`src/rtl/seg_sched_pkg.sv`:
```
// Shared definitions for the 7-segment display scheduler: state encoding,
// default parameter values and width helpers.
package seg_sched_pkg;

  typedef enum logic {
    ST_IDLE = 1'b0,
    ST_SHOW = 1'b1
  } state_e;

  localparam int unsigned DEF_HOLD_CYCLES = 50_000_000;
  localparam logic [7:0]  DEF_IDLE_VALUE  = 8'h00;

  // Ceiling log2; clog2(0) = clog2(1) = 0.
  function automatic int unsigned clog2(input int unsigned v);
    int unsigned r;
    r = 0;
    for (int unsigned i = 0; i < 32; i++) begin
      if ((64'd1 << i) < 64'(v)) r = i + 1;
    end
    return r;
  endfunction

  // Width of an index into n items, at least one bit.
  function automatic int unsigned idx_width(input int unsigned n);
    return (clog2(n) < 1) ? 1 : clog2(n);
  endfunction

endpackage

```
`src/rtl/rr_arbiter.sv`:
```
// Combinational round-robin arbiter.
// Searches req starting at last+1 and wrapping modulo N; the first set bit wins.
// Ports:
//   req  - request vector
//   last - index of the previous winner (priority starts just above it)
//   gnt  - one-hot winner
//   idx  - binary index of the winner
//   any  - at least one request present
module rr_arbiter
  import seg_sched_pkg::*;
#(
  parameter int unsigned N  = 4,
  parameter int unsigned OW = idx_width(N)
) (
  input  logic [N-1:0]  req,
  input  logic [OW-1:0] last,
  output logic [N-1:0]  gnt,
  output logic [OW-1:0] idx,
  output logic          any
);

  int unsigned c;

  // Rotating priority scan: offsets 1..N from last, first hit wins.
  always_comb begin
    gnt = '0;
    idx = '0;
    any = 1'b0;
    c   = 0;
    for (int unsigned k = 1; k <= N; k++) begin
      c = 32'(last) + k;
      if (c >= N) c = c - N;
      if (!any && req[c]) begin
        any    = 1'b1;
        gnt[c] = 1'b1;
        idx    = OW'(c);
      end
    end
  end

endmodule

```
`src/rtl/seg_disp_scheduler.sv`:
```
// Time-shares the two-digit 7-segment display between NUM_REQ requesters.
// A round-robin winner's byte is latched and held for HOLD_CYCLES clocks;
// back-to-back grants keep disp_valid high without a gap.
// Ports:
//   clk, rstn   - clock, synchronous active-low reset
//   req         - per-requester request level
//   req_data    - packed request bytes, requester i at [8i+7:8i]
//   grant       - one-cycle one-hot acknowledge
//   disp_data   - byte for the 7-seg driver data_in
//   disp_owner  - index of the current/last owner
//   disp_valid  - hold window active
//   busy        - in SHOW state
module seg_disp_scheduler
  import seg_sched_pkg::*;
#(
  parameter int unsigned NUM_REQ     = 4,
  parameter int unsigned HOLD_CYCLES = DEF_HOLD_CYCLES,
  parameter logic [7:0]  IDLE_VALUE  = DEF_IDLE_VALUE,
  localparam int unsigned OW         = idx_width(NUM_REQ)
) (
  input  logic                 clk,
  input  logic                 rstn,
  input  logic [NUM_REQ-1:0]   req,
  input  logic [NUM_REQ*8-1:0] req_data,
  output logic [NUM_REQ-1:0]   grant,
  output logic [7:0]           disp_data,
  output logic [OW-1:0]        disp_owner,
  output logic                 disp_valid,
  output logic                 busy
);

  localparam int unsigned CW = (clog2(HOLD_CYCLES + 1) < 1) ? 1 : clog2(HOLD_CYCLES + 1);

  state_e              state;
  logic [CW-1:0]       cnt;
  logic [OW-1:0]       last;

  logic [NUM_REQ-1:0]  arb_gnt_c;
  logic [OW-1:0]       arb_idx_c;
  logic                arb_any_c;
  logic                arb_fire_c;

  rr_arbiter #(
    .N  (NUM_REQ),
    .OW (OW)
  ) u_arb (
    .req  (req),
    .last (last),
    .gnt  (arb_gnt_c),
    .idx  (arb_idx_c),
    .any  (arb_any_c)
  );

  // Arbitration happens in IDLE or on the last cycle of a hold window.
  assign arb_fire_c = arb_any_c && ((state == ST_IDLE) || (cnt == '0));

  // Scheduler state, hold counter and registered outputs.
  always_ff @(posedge clk) begin
    if (!rstn) begin
      state      <= ST_IDLE;
      cnt        <= '0;
      last       <= OW'(NUM_REQ - 1);
      grant      <= '0;
      disp_data  <= IDLE_VALUE;
      disp_owner <= '0;
      disp_valid <= 1'b0;
      busy       <= 1'b0;
    end else begin
      grant <= '0;
      if (arb_fire_c) begin
        grant      <= arb_gnt_c;
        disp_data  <= req_data[32'(arb_idx_c) * 8 +: 8];
        disp_owner <= arb_idx_c;
        last       <= arb_idx_c;
        cnt        <= CW'(HOLD_CYCLES - 1);
        state      <= ST_SHOW;
        disp_valid <= 1'b1;
        busy       <= 1'b1;
      end else if (state == ST_SHOW) begin
        if (cnt == '0) begin
          // Window over with nothing pending; disp_data keeps the last byte.
          state      <= ST_IDLE;
          disp_valid <= 1'b0;
          busy       <= 1'b0;
        end else begin
          cnt <= cnt - CW'(1);
        end
      end
    end
  end

endmodule

```
`config.mk`:
```
export PLATFORM = sky130hd
export DESIGN_NAME = seg_disp_scheduler
export DESIGN_NICKNAME = d
export VERILOG_FILES = /design/src/rtl/seg_sched_pkg.sv /design/src/rtl/rr_arbiter.sv /design/src/rtl/seg_disp_scheduler.sv
export SDC_FILE = /design/constraint.sdc
export NUM_CORES = 1
export LEC_CHECK = 0
export ABC_AREA = 1
export BUFFER_PORTS_ARGS = -buffer_cell sky130_fd_sc_hd__buf_2
export CORE_UTILIZATION = 45
export CTS_CLUSTER_SIZE = 20
export DETAILED_ROUTE_END_ITERATION = 8
export PLACE_DENSITY = 0.66
export SYNTH_ARGS = -nofsm -noshare
export SYNTH_HDL_FRONTEND = slang
export SYNTH_SLANG_ARGS = --single-unit
```
`constraint.sdc`:
```
create_clock -name clk -period 2.3 [get_ports clk]
set_clock_uncertainty 0.05 [all_clocks]
set_input_delay 0 -clock clk [delete_from_list [all_inputs] [get_ports clk]]
set_output_delay 0 -clock clk [all_outputs]
set_load 0.01 [all_outputs]
```
Word-level counts from Yosys, hierarchy flattened
Index checks and enable logic that the tools add are counted.
{"block": "classes", "order_cmp": 12, "n_reduce_logical": 20, "n_shift": 1, "n_eq_ne": 1, "n_addsub": 9, "bitwise_logic": 6, "mux": 41}
{"cell": "greater-or-equal comparator 32 x 1 -> 1 bit, second input constant", "count": 4}
{"cell": "greater-or-equal comparator 32 x 3 -> 1 bit, second input constant", "count": 4}
{"cell": "< comparator 32 x 3 -> 1 bit, second input constant", "count": 4}
{"cell": "two-way mux 32 bit", "count": 4}
{"cell": "subtractor 32 x 3 -> 32 bit, second input constant", "count": 4}
{"cell": "two-way mux 26 bit", "count": 3}
{"cell": "variable part select 32 x 6 -> 8 bit", "count": 1}
{"cell": "zero test 26 bit", "count": 1}
{"cell": "subtractor 26 x 1 -> 26 bit, second input constant", "count": 1}
{"cell": "two-way mux 1 bit", "count": 18}
{"cell": "two-way mux 4 bit", "count": 4}
{"cell": "OR 4 bit", "count": 3}
{"cell": "binary-select mux 1 bit (select 2 bit)", "count": 4}
{"cell": "demux 1 bit (select 2 bit)", "count": 4}
{"cell": "logical AND 1 bit", "count": 8}
{"cell": "two-way mux 2 bit", "count": 4}
{"cell": "AND reduction 2 bit", "count": 4}
{"cell": "adder 2 x 2 -> 3 bit, second input constant", "count": 2}
{"cell": "adder 2 x 3 -> 4 bit, second input constant", "count": 1}
{"cell": "nonzero test 2 bit", "count": 2}
{"cell": "adder 2 x 1 -> 3 bit, second input constant", "count": 1}
{"cell": "zero test 1 bit", "count": 3}
{"cell": "NOT 1 bit", "count": 3}
{"cell": "!= test 2 bit, second input constant", "count": 1}
{"cell": "2 further kinds", "count": 2}
{"block": "totals", "out_inout_bits": 16, "register_bits": 44}

Longest topological paths before layout
{"block": "logic_depth", "word_depth": 18, "mapped_depth": 16}

By module
Synthesis repeated with hierarchy kept, for this count alone.
{"block": "unflattened", "hier_cells": 492, "area_unflattened_um2": 3121.7}
{"mod": "seg_disp_scheduler", "cells_each": 411, "area_per_inst_um2": 2613.8, "n_inst": 1}
{"mod": "rr_arbiter", "cells_each": 81, "area_per_inst_um2": 508.0, "n_inst": 1}

Worst setup path after synthesis
Ideal clock, no wire load.
{"block": "synth_timing", "kind": "reg-to-reg", "startpoint": "register last[0]", "endpoint": "register disp_data[1]", "path_stages_with_launch": 16, "path_slack_ns": 0.167, "path_buffers": 2, "t_arrival_ns": 1.964, "cell_sequence": "dfxtp_1 -> buf_6 -> inv_8 -> ha_1 -> inv_1 -> nand2_2 -> nand2_4 -> inv_4 -> nand3_4 -> inv_2 -> nand2_4 -> nand2_2 -> buf_6 -> or2_0 -> nand3_1 -> nand3_1"}
{"block": "synth_between", "elab_chain_cells": 16}
{"element": "start: declaration", "line": "seg_disp_scheduler.sv:36", "text": "logic [OW-1:0] last;"}
{"element": "start signal: assignment", "line": "seg_disp_scheduler.sv:62", "text": "last <= OW'(NUM_REQ - 1);"}
{"element": "start signal: assignment", "line": "seg_disp_scheduler.sv:74", "text": "last <= arb_idx_c;"}
{"element": "adder 2 x 1 -> 3 bit", "line": "rr_arbiter.sv:31", "text": "c = 32'(last) + k;"}
{"element": "subtractor 32 x 3 -> 32 bit / greater-or-equal comparator 32 x 3 -> 1 bit (equally long branches)", "line": "rr_arbiter.sv:32", "text": "if (c >= N) c = c - N;"}
{"element": "two-way mux 32 bit", "line": "rr_arbiter.sv:32"}
{"element": "binary-select mux 1 bit (select 2 bit)", "line": "rr_arbiter.sv:33", "text": "if (!any && req[c]) begin"}
{"element": "two-way mux 1 bit (implied by the code)", "line": "rr_arbiter.sv:33"}
{"element": "two-way mux 1 bit", "line": "rr_arbiter.sv:33"}
{"element": "zero test 1 bit", "line": "rr_arbiter.sv:33"}
{"element": "logical AND 1 bit", "line": "rr_arbiter.sv:33"}
{"element": "two-way mux 1 bit", "line": "rr_arbiter.sv:33"}
{"element": "zero test 1 bit", "line": "rr_arbiter.sv:33"}
{"element": "logical AND 1 bit", "line": "rr_arbiter.sv:33"}
{"element": "two-way mux 1 bit", "line": "rr_arbiter.sv:33"}
{"element": "zero test 1 bit", "line": "rr_arbiter.sv:33"}
{"element": "logical AND 1 bit", "line": "rr_arbiter.sv:33"}
{"element": "two-way mux 2 bit / two-way mux 1 bit (equally long branches)", "line": "rr_arbiter.sv:33"}
{"element": "variable part select 32 x 6 -> 8 bit / logical AND 1 bit (equally long branches)", "line": "seg_disp_scheduler.sv:72, seg_disp_scheduler.sv:55"}
{"element": "end signal: assignment", "line": "seg_disp_scheduler.sv:72", "text": "disp_data <= req_data[32'(arb_idx_c) * 8 +: 8];"}
{"element": "end: declaration", "line": "seg_disp_scheduler.sv:26", "text": "output logic [7:0] disp_data,"}
Several ways; a longest one is shown, not always the timed one. The select of a mux whose other input is x is not followed.
A chain may end at the register's enable or synchronous reset.

Final worst setup path
{"block": "layout_timing", "startpoint": "register last[0]", "endpoint": "register disp_data[4]"}
Same word-level chain as after synthesis.

==> results.py <==
metrics = {
    "run_status": {
        "status": "complete, no violations",
    },
    "sta": {
        "finalHoldViolations": 0,
        "hold_slack_ps": 35.8,
        "slew_viol_final": 0,
        "max_freq_mhz": 464,
        "maxSlewHeadroom_pct": 74.8,
        "worst_pin_slew_ps": 377,
        "rsz0062_at_grt": "yes",
        "final.setup.tns_ps": 0,
        "fin_crit_sh_pct": 93.7,
        "setup_viol": 0,
        "period_needed_ps": 2160,
        "setup_ws_ps": 144,
    },
    "worst_hold_path": {
        "hold_class": "in2reg",
    },
    "grt": {
        "grt_pass1_wl_um": 14300,
        "antenna_found_initial": 0,
        "grt_max_degree": 19,
        "grt_pass1_vias": 3133,
        "grt_overflow": 0,
        "track_usage_pct": 25.0,
    },
    "final_layout": {
        "utilization_pct": 59.7,
        "antenna_cells": 0,
        "syn_to_final_growth_pct": 26.6,
        "fin_area_mm2": 0.00385,
        "nets": 611,
        "n_fill_cell": 601,
        "drive_gt1_share_pct": 20.7,
    },
    "route": {
        "drt_first_iter_violations": 151,
        "wl_um": 8310,
        "vias_per_cell": 5.07,
        "drc": 0,
        "ant_nets": 0,
        "vias": 3257,
        "wl_per_cell_um": 13.0,
        "drt-pass1-iter-count": 5,
    },
    "clock_tree": {
        "root_buffer": "clkbuf_8",
        "clock_path_buffers": 2,
        "clock_latency_ps": 310,
        "cts_made_buffers": 5,
        "clkTransAtPathRegs_ps": 90,
        "clock_sinks": 44,
        "cts_tree": "yes",
        "cts_htree_levels": 2,
    },
    "synthesis": {
        "ys.flop_type": "dfxtp_1",
        "synth_top_cells_by_count": "nand2_1, inv_1, nand3_1, nor2_1, dfxtp_1",
        "syn_inst": 473,
        "syn_avg_cell_area_um2": 6.44,
        "synth_edf_count": 0,
        "yosys.area.top_type": "dfxtp_1",
        "yosysUniqueCellTypes": 39,
        "yosysSeqAreaShare_pct": 28.9,
        "ys_ff_latch": 44,
        "synthesis.nets": 520,
        "synth_area_leaders": "dfxtp_1, nand2_1, nand3_1, inv_1, nor2_1",
        "ys_warn_count": 0,
        "postSynth.asyncResetShare_pct": 0,
        "synth_area_mm2": 0.00305,
        "yosysMostFrequentCell": "nand2_1",
        "yosysTopAreaCellShare_pct": 28.9,
    },
    "setup_path": {
        "end_kind": "flop",
        "startpoint_type": "flop",
        "path_class": "reg2reg",
        "slowest_stage": "dfxtp_2",
        "cp.required_ps": 2510,
        "cp_max_fo": 7,
        "critPathMaxStageDelay_ps": 390,
        "critical_path_arrival_ps": 2360,
        "worstPathCellList": "inv_8, ha_1, inv_1, nand3_1, nand2_1, nand3_4, inv_2, nand2_2, nand2_1, nand2_2, nor2_4, nand3_1, nand3_1",
        "crit_top_cell": "nand3_1",
    },
    "placed_design": {
        "place_hpwl_um": 5650,
        "gp_congestion": 0.843,
        "port_buffers": 53,
        "place_area_mm2": 0.00340,
        "pre_cts_slack_ps": 99.5,
    },
    "pwr": {
        "power_density_mw_per_mm2": 1020,
        "vdd_drop_max_uv": 551,
        "leakagePower_nw": 1.98,
    },
    "floorplan": {
        "core_mm2": 0.00646,
        "ios": 54,
        "die_height_um": 84.3,
        "die-area_mm2": 0.00710,
        "rows": 29,
        "start_util_pct": 47.2,
        "fp.dieW_um": 84.3,
    },
    "job": {
        "drv_cap": 0,
    },
}
[layer usage]
metal | up-vias | part of all wire, % | global-route usage, %
met5 | - | 0 | 0
met4 | 0 | 2.7 | 11.8
met3 | 24 | 6.6 | 5.41
met2 | 114 | 45 | 40.9
met1 | 1440 | 46 | 31.4
li1 | 1679 | - | -
[final cells by class]
| cell class | count | area (µm²) | share of cell area (%) |
|---|---|---|---|
| well taps | 77 | 96.3 | 2.50 |
| flip-flops and latches | 44 | 882 | 22.9 |
| inverters | 73 | 287 | 7.43 |
| repair buffers | 95 | 671 | 17.4 |
| multi-input cells | 345 | 1800 | 46.8 |
| clock inverters | 3 | 46.3 | 1.20 |
| clock buffers | 5 | 68.8 | 1.79 |
[where the power goes]
part | internal (mW) | total [mW] | leakage (nW) | switching (mW)
logic | 0.819 | 2.25 | 1.56 | 1.43
clock network | 0.328 | 0.629 | 0.0548 | 0.302
registers | 0.937 | 1.07 | 0.363 | 0.129
total | 2.08 | 3.94 | 1.98 | 1.86
[worst paths after layout]
path	endpoint	depth (start not counted)	slack, ps	from
hold / removal	disp_data[4]	5	40	req_data[12]
setup / recovery	disp_data[4]	13	140	last[0]
hold reg to reg	disp_data[2]	2	420	disp_data[2]
setup reg to reg	disp_data[4]	13	140	last[0]
[placed cells by master, fill, tap and decap left out, types with 6 or more instances in the layout]
cell | netlist | final
ha_1 | 9 | 9
nor2_1 | 49 | 49
o21ai_0 | 18 | 18
buf_2 | 3 | 53
nand3_1 | 52 | 52
inv_1 | 62 | 61
a21oi_1 | 11 | 11
dfxtp_1 | 44 | 43
dlygate4sd3_1 | 0 | 31
nor3_1 | 11 | 11
nand2_1 | 127 | 127
inv_2 | 8 | 9
xor2_1 | 6 | 6
nand2_4 | 5 | 6
nand4_1 | 10 | 10
buf_4 | 3 | 10
nand2_2 | 11 | 10
[state kept, by name (all words and copies together), names as in the netlist]
register    count
busy            1
disp_data       8
last            2
cnt            26
state           1
grant           4
disp_owner      2
[critical path: cells and delay by family (launching register included)]
family | cells | cell delay [ps]
and+or+nand+nor | 9 | 1040
DFF | 1 | 390
adders and majority gates | 1 | 360
buffers and inverters | 3 | 260
[metrics by stage]
stage,power (mW),std cells
finish,3.94,642
global route,4.27,642
CTS,3.87,640
detailed placement,3.20,601
global placement,3.18,601
floorplan,2.71,473
[timing repair]
action | 4_1_cts | 5_1_grt
buffers inserted | 0 | 2
setup endpoints to repair | 0 | 15
resized for setup | 0 | 3
hold buffers | 31 | 0
hold endpoints to repair | 8 | 0
[cell families (layout without fill, tap and decap cells)]
kind of cell,count (synthesis),after routing,synth area share [%]
AOI/OAI and AO/OA,44,44,8.34
xor gates and xnor gates,6,6,1.73
adders and majority gates,9,9,3.70
buffers and inverters,84,176,12.0
DFF,44,44,28.9
and+or+nand+nor,286,286,45.3
Note: power is estimated with default switching activity, not from simulation.
